==> src/rtl/blake2_pkg.sv <==
//----------------------------------------------------------------------------
// Module  : blake2_pkg
// Brief   : Shared defaults and framer state encoding for the BLAKE2 framer.
// Rev     : 1.0 - initial release
//----------------------------------------------------------------------------
`default_nettype none

package blake2_pkg;

  localparam int BB_DEFAULT   = 128;
  localparam int LL_W_DEFAULT = 128;

  typedef enum logic [1:0] {
    ST_IDLE = 2'd0,
    ST_FILL = 2'd1,
    ST_PAD  = 2'd2,
    ST_GAP  = 2'd3
  } framer_state_e;

endpackage

`default_nettype wire

==> src/rtl/blake2_skid_buf.sv <==
//----------------------------------------------------------------------------
// Module  : blake2_skid_buf
// Brief   : Two-entry skid buffer; upstream ready is a registered not-full.
// Rev     : 1.0 - initial release
//----------------------------------------------------------------------------
`default_nettype none

module blake2_skid_buf #(
  parameter int W = 10
) (
  input  logic         clk,
  input  logic         nreset,
  input  logic         in_valid,
  output logic         in_ready,
  input  logic [W-1:0] in_data,
  output logic         out_valid,
  input  logic         out_ready,
  output logic [W-1:0] out_data
);

  logic [W-1:0] mem [2];
  logic         wr_ptr;
  logic         rd_ptr;
  logic [1:0]   count;
  logic [1:0]   count_nxt;
  logic         push;
  logic         pop;

  assign out_valid = (count != 2'd0);
  assign out_data  = mem[rd_ptr];
  assign push      = in_valid & in_ready;
  assign pop       = out_valid & out_ready;
  assign count_nxt = count + {1'b0, push} - {1'b0, pop};

  always_ff @(posedge clk) begin
    if (!nreset) begin
      wr_ptr   <= 1'b0;
      rd_ptr   <= 1'b0;
      count    <= 2'd0;
      in_ready <= 1'b0;
    end else begin
      if (push) begin
        mem[wr_ptr] <= in_data;
        wr_ptr      <= ~wr_ptr;
      end
      if (pop) begin
        rd_ptr <= ~rd_ptr;
      end
      count    <= count_nxt;
      in_ready <= (count_nxt != 2'd2);
    end
  end

endmodule

`default_nettype wire

==> src/rtl/blake2_msg_framer.sv <==
//----------------------------------------------------------------------------
// Module  : blake2_msg_framer
// Brief   : Frames a byte stream into zero-padded BB-byte compression blocks.
//           Optional input skid buffer enabled by BLAKE2_FRAMER_SKID_EN.
// Rev     : 1.0 - initial release
//----------------------------------------------------------------------------
`default_nettype none

module blake2_msg_framer
  import blake2_pkg::*;
#(
  parameter int BB   = BB_DEFAULT,
  parameter int LL_W = LL_W_DEFAULT
) (
  input  logic                  clk,
  input  logic                  nreset,
  input  logic                  s_valid_i,
  output logic                  s_ready_o,
  input  logic [7:0]            s_data_i,
  input  logic                  s_last_i,
  input  logic                  s_empty_i,
  input  logic                  core_ready_i,
  output logic                  data_v_o,
  output logic [$clog2(BB)-1:0] data_idx_o,
  output logic [7:0]            data_o,
  output logic                  block_first_o,
  output logic                  block_last_o,
  output logic [LL_W-1:0]       ll_o
);

  localparam int IW = $clog2(BB);

  logic       in_valid;
  logic       in_ready;
  logic [7:0] in_data;
  logic       in_last;
  logic       in_empty;

`ifdef BLAKE2_FRAMER_SKID_EN
  logic [9:0] skid_out;

  blake2_skid_buf #(
    .W(10)
  ) u_skid (
    .clk       (clk),
    .nreset    (nreset),
    .in_valid  (s_valid_i),
    .in_ready  (s_ready_o),
    .in_data   ({s_last_i, s_empty_i, s_data_i}),
    .out_valid (in_valid),
    .out_ready (in_ready),
    .out_data  (skid_out)
  );

  assign in_last  = skid_out[9];
  assign in_empty = skid_out[8];
  assign in_data  = skid_out[7:0];
`else
  assign in_valid  = s_valid_i;
  assign in_data   = s_data_i;
  assign in_last   = s_last_i;
  assign in_empty  = s_empty_i;
  assign s_ready_o = in_ready;
`endif

  framer_state_e state;
  logic [IW-1:0] cnt;
  logic          first_blk;
  logic          last_seen;
  logic          run;
  logic          accept;
  logic          emit;
  logic          at_end;
  logic          empty_beat;

  // run keeps ready low for the first cycle after reset is released
  assign in_ready   = core_ready_i & run & ((state == ST_IDLE) | (state == ST_FILL));
  assign accept     = in_valid & in_ready;
  assign at_end     = (cnt == IW'(BB - 1));
  assign emit       = accept | ((state == ST_PAD) & core_ready_i);
  assign empty_beat = (state == ST_IDLE) & in_last & in_empty;

  always_ff @(posedge clk) begin
    if (!nreset) begin
      state         <= ST_IDLE;
      cnt           <= '0;
      first_blk     <= 1'b0;
      last_seen     <= 1'b0;
      run           <= 1'b0;
      data_v_o      <= 1'b0;
      data_idx_o    <= '0;
      data_o        <= 8'h00;
      block_first_o <= 1'b0;
      block_last_o  <= 1'b0;
      ll_o          <= '0;
    end else begin
      run      <= 1'b1;
      data_v_o <= emit;
      if (emit) begin
        cnt           <= cnt + IW'(1);
        data_idx_o    <= cnt;
        data_o        <= (accept && !empty_beat) ? in_data : 8'h00;
        block_first_o <= (state == ST_IDLE) | first_blk;
        // last_seen is stale from the previous message while idle
        block_last_o  <= ((state != ST_IDLE) & last_seen) | (accept & in_last);
      end

      case (state)
        ST_IDLE: begin
          if (accept) begin
            first_blk <= 1'b1;
            last_seen <= in_last;
            ll_o      <= empty_beat ? '0 : LL_W'(1);
            state     <= in_last ? ST_PAD : ST_FILL;
          end
        end
        ST_FILL: begin
          if (accept) begin
            ll_o <= ll_o + LL_W'(1);
            if (in_last) begin
              last_seen <= 1'b1;
            end
            if (at_end) begin
              state <= ST_GAP;
            end else if (in_last) begin
              state <= ST_PAD;
            end
          end
        end
        ST_PAD: begin
          if (core_ready_i && at_end) begin
            state <= ST_GAP;
          end
        end
        ST_GAP: begin
          first_blk <= 1'b0;
          state     <= last_seen ? ST_IDLE : ST_FILL;
        end
        default: state <= ST_IDLE;
      endcase
    end
  end

endmodule

`default_nettype wire

==> config.mk <==
export PLATFORM = sky130hd
export DESIGN_NAME = blake2_msg_framer
export DESIGN_NICKNAME = d
export VERILOG_FILES = /design/src/rtl/blake2_pkg.sv /design/src/rtl/blake2_skid_buf.sv /design/src/rtl/blake2_msg_framer.sv
export SDC_FILE = /design/constraint.sdc
export NUM_CORES = 1
export LEC_CHECK = 0
export BUFFER_PORTS_ARGS = -buffer_cell sky130_fd_sc_hd__buf_2
export CAP_MARGIN = 10
export CORE_MARGIN = 8
export CORE_UTILIZATION = 40
export DETAILED_ROUTE_END_ITERATION = 7
export GPL_ROUTABILITY_DRIVEN = 0
export PLACE_DENSITY = 0.62
export SLEW_MARGIN = 20
export SYNTH_ARGS = -nofsm -noshare
export SYNTH_HDL_FRONTEND = slang
export SYNTH_SLANG_ARGS = --single-unit
==> constraint.sdc <==
create_clock -name clk -period 3.2 [get_ports clk]
set_input_delay 0.16 -clock clk [delete_from_list [all_inputs] [get_ports clk]]
set_output_delay 0.16 -clock clk [all_outputs]
set_load 0.01 [all_outputs]
======== Word-level counts from Yosys, hierarchy flattened ========
Index checks and enable logic that the tools add are counted.
storage, ports and cells
  output and inout port bits .............. 147
  input bits .............................. 14
  logic and storage cells ................. 65
  register bits ........................... 158
operators by class
  add/sub/neg operators ................... 2
  reductions and logical operators ........ 11
  muxes and demuxes ....................... 20
  bitwise operators ....................... 12
  equal/unequal tests ..................... 9
operator list
  kind                                                               number
  128-bit two-way mux                                                2
  128-bit case mux with 2 select lines                               1
  128-bit by 1-bit adder with 128-bit output, second input constant  1
  2-bit two-way mux                                                  6
  1-bit bitwise AND                                                  8
  8-bit two-way mux                                                  1
  2-bit case mux with 4 select lines                                 1
  4-bit AND reduction                                                2
  7-bit by 1-bit adder with 7-bit output, second input constant      1
  7-bit == test, second input constant                               1
  1-bit two-way mux                                                  7
  2-bit != test, second input constant                               3
  2-bit nonzero test                                                 3
  2-bit == test, second input constant                               2
  1-bit bitwise OR                                                   4
  1-bit case mux with 2 select lines                                 2
  3-bit != test, second input constant                               1
  3-bit AND reduction                                                1
  2-bit by 1-bit == test with 1-bit output, second input constant    1
  1-bit logical AND                                                  2
  2-bit logical NOT                                                  1
  2-bit by 1-bit != test with 1-bit output, second input constant    1
  2-bit AND reduction                                                1
  1-bit logical NOT                                                  1

======== Logic depth before layout (Yosys ltp) ========
Gate-level depths: netlist (run 1).
  word-level depth ........................ 6
  mapped depth ............................ 11
  depth with buffers taken out ............ 7

======== Least setup slack after synthesis (run 1) ========
No wires, ideal clock.
  kind .................................... register to register
  from .................................... register state[1]
  to ...................................... register ll_o[45]
  period minus slack after synthesis ...... 2.354 ns
  required time ........................... 3.130 ns
  buffers on the path ..................... 3
  arrival time ............................ 2.283 ns
  setup time .............................. 0.070 ns
  stages on the path, launching flop included .. 11
  slack ................................... 0.846 ns
  cell sequence ........................... dfxtp_1 inv_1 ha_1 buf_2 o2111ai_1 buf_2 nor3_1 buf_4 nand4_2 or4b_1 a21oi_1
on the way
  word-level cells in the longest chain between the ends .. 6
  elaborated cells on any way between the ends .. 10
  classes of those cells .................. eq/ne: 3; mux: 1; bitwise: 3; reduce/logical: 3
ends and longest elaborated chain
  item                                                                                  line                                               RTL
  start, declared                                                                       blake2_msg_framer.sv:66                            framer_state_e state;
  start signal, assigned                                                                blake2_msg_framer.sv:114                           state <= in_last ? ST_PAD : ST_FILL;
  start signal, assigned                                                                blake2_msg_framer.sv:137                           state <= last_seen ? ST_IDLE : ST_FILL;
  2-bit by 1-bit == test with 1-bit output / 2-bit logical NOT (equally long branches)  blake2_msg_framer.sv:77, blake2_msg_framer.sv:108
  1-bit bitwise OR                                                                      blake2_msg_framer.sv:77                            assign in_ready = core_ready_i & run & ((state == ST_IDLE) | (state == ST_FILL));
  1-bit bitwise AND                                                                     blake2_msg_framer.sv:77
  1-bit bitwise AND                                                                     blake2_msg_framer.sv:78                            assign accept = in_valid & in_ready;
  2-bit != test (no source line)                                                        --
  3-bit AND reduction (no source line)                                                  --
  end signal, assigned                                                                  blake2_msg_framer.sv:113                           ll_o <= empty_beat ? '0 : LL_W'(1);
  end signal, assigned                                                                  blake2_msg_framer.sv:119                           ll_o <= ll_o + LL_W'(1);
  end, declared                                                                         blake2_msg_framer.sv:28                            output logic [LL_W-1:0] ll_o
Several ways; a longest one is shown, not always the timed one.
A chain may end at the register's enable or synchronous reset.

======== Worst setup path after layout (run 1) ========
  from .................................... register ll_o[84]
  to ...................................... register ll_o[107]
on the way
  word-level cells in the longest chain between the ends .. 3
ends and longest elaborated chain
  item                                        line                      RTL
  128-bit by 1-bit adder with 128-bit output  blake2_msg_framer.sv:119
  128-bit two-way mux                         blake2_msg_framer.sv:118  if (accept) begin
  128-bit case mux with 2 select lines        blake2_msg_framer.sv:108  case (state)
No other way between the ends. The select of a mux whose other input is x is not followed.

==> results of run 1 <==
## kinds of logic after synthesis
logic type,after synthesis,share of synthesized area
simple gates,587,0.393
compound gates,177,0.128
flops,158,0.374
xor+xnor,40,0.0414
buf+inv,62,0.0291
fa+ha+maj,6,0.00888
mux,21,0.0250
## critical path, cell delays in order (launching register included)
cell and delay, ns:
dfxtp_1 0.46, nand3_1 0.40, nor4_1 0.85, nand4_1 0.36
or4_1 0.54, a21oi_1 0.14
## cell usage in the layout, fill, tap and decap left out, drive strengths merged, types with 28 or more instances in the layout
cell type | synthesis | final
nor3 | 36 | 36
o31ai | 44 | 44
nor2 | 81 | 81
a21oi | 74 | 74
dfxtp | 158 | 158
buf | 14 | 202
nor4 | 59 | 59
nand2 | 109 | 109
nand3 | 58 | 58
nand4 | 102 | 102
or4 | 45 | 45
inv | 23 | 31
o21ai | 28 | 28
## worst max-delay path by stage
stage	from	depth (start not counted)	to
after floorplan	state[1]	10	ll_o[45]
after global placement	ll_o[83]	5	ll_o[107]
after detailed placement	state[1]	7	ll_o[105]
after CTS	state[1]	7	ll_o[105]
after global routing	state[1]	7	ll_o[73]
final	ll_o[84]	5	ll_o[107]
## power breakdown
part | leakage (nW) | internal [mW] | switching, mW
combinational | 2.04 | 0.146 | 0.271
sequential | 1.27 | 2.00 | 0.0241
clock | 0.286 | 1.18 | 0.935
## state kept, by name, indices dropped and copies added, names as in the netlist
name,count
block_first_o,1
block_last_o,1
cnt,7
data_idx_o,7
data_o,8
data_v_o,1
first_blk,1
last_seen,1
ll_o,128
run,1
state,2
## through the flow
step	cells	cell area [sq um]	power, mW
6_report	1526	10400	4.55
5_1_grt	1526	10400	4.72
4_1_cts	1526	10400	4.58
3_5_place_dp	1489	9790	2.48
3_3_place_gp	1489	9790	2.48
2_1_floorplan	1051	8460	2.34
## layer usage
layer / wire length, microns / global-route usage / up-vias
met4: 923 / 0.0960 / 0
li1: - / - / 4376
met2: 13400 / 0.351 / 418
met3: 3090 / 0.0654 / 61
met1: 12700 / 0.287 / 4271
met5: 0 / 0 / -
## final cells by class
type,count,share of cell area
clock inverter,15,0.0168
sequential,158,0.303
clock buffer,17,0.0407
inverter,23,0.00827
tap,275,0.0329
multi-input combinational,831,0.486
timing repair buffer,207,0.113
==> flow_metrics.tcl, run 1 <==
set metrics [dict create \
    status "finished, final reports clean" \
    cts_made_buffers 17 \
    vias 9126 \
    clkLatencyLatePin_ns 0.43 \
    synth_area_sq_um 8460 \
    io_pins 161 \
    seq_area_frac_synth 0.374 \
    final_hold_viol_count 0 \
    worstRegToRegCells 5 \
    cts.clk_slew.worst_paths_ns 0.07 \
    synthMostInstantiatedCell "dfxtp_1" \
    ys_warn_count 0 \
    gr-total-overflow 0 \
    cellPowerDensity_nw_per_um2 436 \
    antenna_found_initial 0 \
    fin_crit_sh 0.885 \
    clkSinkCount 158 \
    synth_common_cells "dfxtp_1, nand2_1, nand4_1" \
    seqCellArea_sq_um 3160 \
    peakVddDrop_uv 370 \
    wl_per_cell_microns 19.7 \
    arrival_ns 3.19 \
    grt_max_degree 81 \
    ant_nets 0 \
    fmax_ghz 0.353 \
    multi_input_area_sq_um 5070 \
    io_buffers 160 \
    required_ns 3.56 \
    regToRegSetupSlack_ns 0.37 \
    coreArea_sq_um 20900 \
    synthCells 1051 \
    reg2reg_to "ll_o[107]" \
    track_usage 0.226 \
    fp.dieW_microns 161 \
    synth_fp_nets 1071 \
    hold_start "s_data_i[0]" \
    worst_slack_ns 0.368 \
    fin_util 0.500 \
    path_max_fanout 10 \
    whs_endpoint "data_o[0]" \
    finalWirelength_microns 30100 \
    die_area_sq_um 26100 \
    antenna_cells 0 \
    fin_crit_ns 2.83 \
    worst_pin_slew_ns 0.842 \
    cts-root-buf "clkbuf_16" \
    r2r_start "ll_o[84]" \
    synth_top_cell_area_share 0.374 \
    start_util 0.405 \
    hp-class "primary input to register" \
    drv_slew 0 \
    end_kind "register" \
    hold_depth 3 \
    cts_tree "built" \
    ctsResizeCount 0 \
    ys_async_sr_fraction 0 \
    synth.distinct_cells 53 \
    fin_setup_tns_ns 0 \
    synth_flop_cell "dfxtp_1" \
    syn_area_per_cell_sq_um 8.05 \
    rows 53 \
    drtIter0Drc 854 \
    pre_cts_ws_ns 0.392 \
    ys_seq_elements 158 \
    grt_pass1_vias 8554 \
    grt_pass1_wl_microns 47500 \
    htree_levels 4 \
    maxSlewHeadroom 0.433 \
    startpoint_type "register" \
    dr.pass1.iters 6 \
    dpl.hpwl_microns 22200 \
    hold_slack_ns 0.00873 \
    p_leak_nw 3.60 \
    skew_ns 0.0109 \
    cts.path.max_buffers 2 \
    cts.hold.buffers_added 5 \
    max_cap_violations 0 \
    synth_top_area_cell "dfxtp_1" \
    synth_area_leaders "dfxtp_1, nand4_1, nand2_1" \
    setup_viol 0 \
    syn_to_final_growth_pct 23.5 \
    drive_gt1_frac 0.207 \
    rsz0062_at_grt "false" \
    nets 1258 \
    die_y_microns 161 \
    synth_edf_count 0 \
    drt-vias-per-instance 5.98 \
    cts_setup_buffers 0 \
    fillers 2057 \
    drc 0 \
    critPathKind "register to register" \
]
Power figures use the tool's default switching activity.
==> run 2, diff against run 1 <==
- CELL_PAD_IN_SITES_DETAIL_PLACEMENT: unset -> 0
- CELL_PAD_IN_SITES_GLOBAL_PLACEMENT: unset -> 1
- CTS_BUF_LIST: unset -> sky130_fd_sc_hd__clkbuf_16
- PLACE_DENSITY: 0.62 -> 0.79
==> run 2 against run 1 <==
Against the previous run: flip-flop and latch count stayed put; core utilization hardly changed; routed wire length is 2.2% higher; final cell count is 0.13% lower; clock skew is 0.0022 ns higher; die area stayed put; clock power hardly changed; non-clock buffer count is 2 lower; first-iteration DRC count is 0.47% lower; count of clock-buffer cells in the layout stayed put; largest cell class unchanged.
==> flow_metrics.tcl, run 2 (same netlist as run 1, synthesis figures left out) <==
set metrics [dict create \
    status "finished, final reports clean" \
    cts.path.max_buffers 2 \
    dr.pass1.iters 6 \
    instances_no_fill 1524 \
    arrival_ns 3.28 \
    drc 0 \
    cts-root-buf "clkbuf_16" \
    drtIter0Drc 850 \
    io_pins 161 \
    startpoint_type "register" \
    fillers 2097 \
    syn_to_final_growth_pct 23.6 \
    worstRegToRegCells 5 \
    fin_area_sq_um 10500 \
    cts.clk_slew.worst_paths_ns 0.08 \
    pre_cts_ws_ns 0.443 \
    gr-total-overflow 0 \
    critPathKind "register to register" \
    p_leak_nw 3.60 \
    cts.hold.buffers_added 8 \
    antenna_found_initial 0 \
    total_power_mw 4.53 \
    dp_cells 1484 \
    drt-vias-per-instance 5.96 \
    largest_reg_flops 128 \
    setup_viol 0 \
    hold_depth 3 \
    io_buffers 160 \
    multi_input_area_sq_um 5070 \
    grt_max_degree 71 \
    final_hold_viol_count 0 \
    cp_slowest_cell "nor4_1" \
    reg2reg_to "ll_o[124]" \
    maxSlewHeadroom 0.399 \
    rows 53 \
    seqCellArea_sq_um 3160 \
    antenna_cells 0 \
    grt_pass1_vias 8574 \
    die_area_sq_um 26100 \
    drive_gt1_frac 0.203 \
    cts_made_buffers 17 \
    wl_per_cell_microns 20.2 \
    fin_setup_tns_ns 0 \
    skew_ns 0.0131 \
    clkSinkCount 158 \
    worst_slack_ns 0.293 \
    fin_crit_ns 2.91 \
    reg.largest.list "ll_o: 128 flops, data_o: 8 flops" \
    placed_cell_area_sq_um 9760 \
    hp-class "primary input to register" \
    crit_path_cell_trace "nand4_1 > nor4_1 > nand4_1 > nor4_1 > mux2i_1" \
    coreArea_sq_um 20900 \
    cellPowerDensity_nw_per_um2 434 \
    track_usage 0.231 \
    slowest_delay_ns 0.83 \
    fin_crit_sh 0.908 \
    r2r_start "ll_o[34]" \
    ant_nets 0 \
    hold_slack_ns 0.0289 \
    regMostFlops "ll_o" \
    mostFrequentLayoutCells "buf_2, dfxtp_1, nand2_1" \
    peakVddDrop_uv 334 \
    ctsResizeCount 0 \
    vias 9085 \
    fin_util 0.500 \
    die_y_microns 161 \
    required_ns 3.57 \
    path_max_fanout 7 \
    whs_endpoint "block_last_o" \
    drv_slew 0 \
    max_cap_violations 0 \
    cts_setup_buffers 0 \
    fmax_ghz 0.344 \
    clkLatencyLatePin_ns 0.44 \
    regToRegSetupSlack_ns 0.29 \
    layout_commonest_cell "buf_2" \
    dpl.hpwl_microns 22500 \
    hold_start "s_last_i" \
    cts_tree "built" \
    worst_pin_slew_ns 0.893 \
    rsz0062_at_grt "false" \
    nets 1256 \
    start_util 0.405 \
    fp.dieW_microns 161 \
    end_kind "register" \
    grt_pass1_wl_microns 48100 \
    htree_levels 4 \
    finalWirelength_microns 30800 \
]
run 2: changes by cell type in the layout (fill, tap and decap cells not counted), sizes merged:
cell         before  now
dlygate4sd3       5    8
inv              31   30
bufinv            2    0
buf             202  197
clkinv            2    8
clkinvlp          3    0
run 2: power by group:
part	total [mW]	internal [mW]	switching [mW]
combinational	0.415	0.144	0.271
sequential	2.02	2.00	0.0240
clock	2.10	1.07	1.03
run 2: area by class of cell:
class                           instances  area share
Sequential cell                       158       0.303
Inverter                               23     0.00826
Tap cell                              275      0.0329
Clock buffer                           17      0.0407
Clock inverter                         15      0.0183
Timing Repair Buffer                  205       0.112
Multi-Input combinational cell        831       0.485
run 2: how the worst max path moves through the flow:
stage | endpoint | slack, ns | depth (start not counted) | from
after global routing | ll_o[103] | 0.13 | 5 | ll_o[65]
final | ll_o[124] | 0.29 | 5 | ll_o[34]
after global placement | ll_o[99] | 0.38 | 5 | ll_o[67]
after detailed placement | ll_o[114] | 0.44 | 6 | ll_o[34]
after floorplan | ll_o[45] | 0.85 | 10 | state[1]
after CTS | ll_o[87] | 0.42 | 5 | ll_o[65]
run 2: critical path, delay by kind of cell (launching register included):
kind	cells	cell delay [ns]
DFF	1	0.44
muxes	1	0.24
and+or+nand+nor	4	2.15
run 2: metal layers:
metal	GRT usage	routed length (microns)
met5	0	0
met2	0.368	14000
met4	0.0783	795
met1	0.292	13100
met3	0.0710	2800
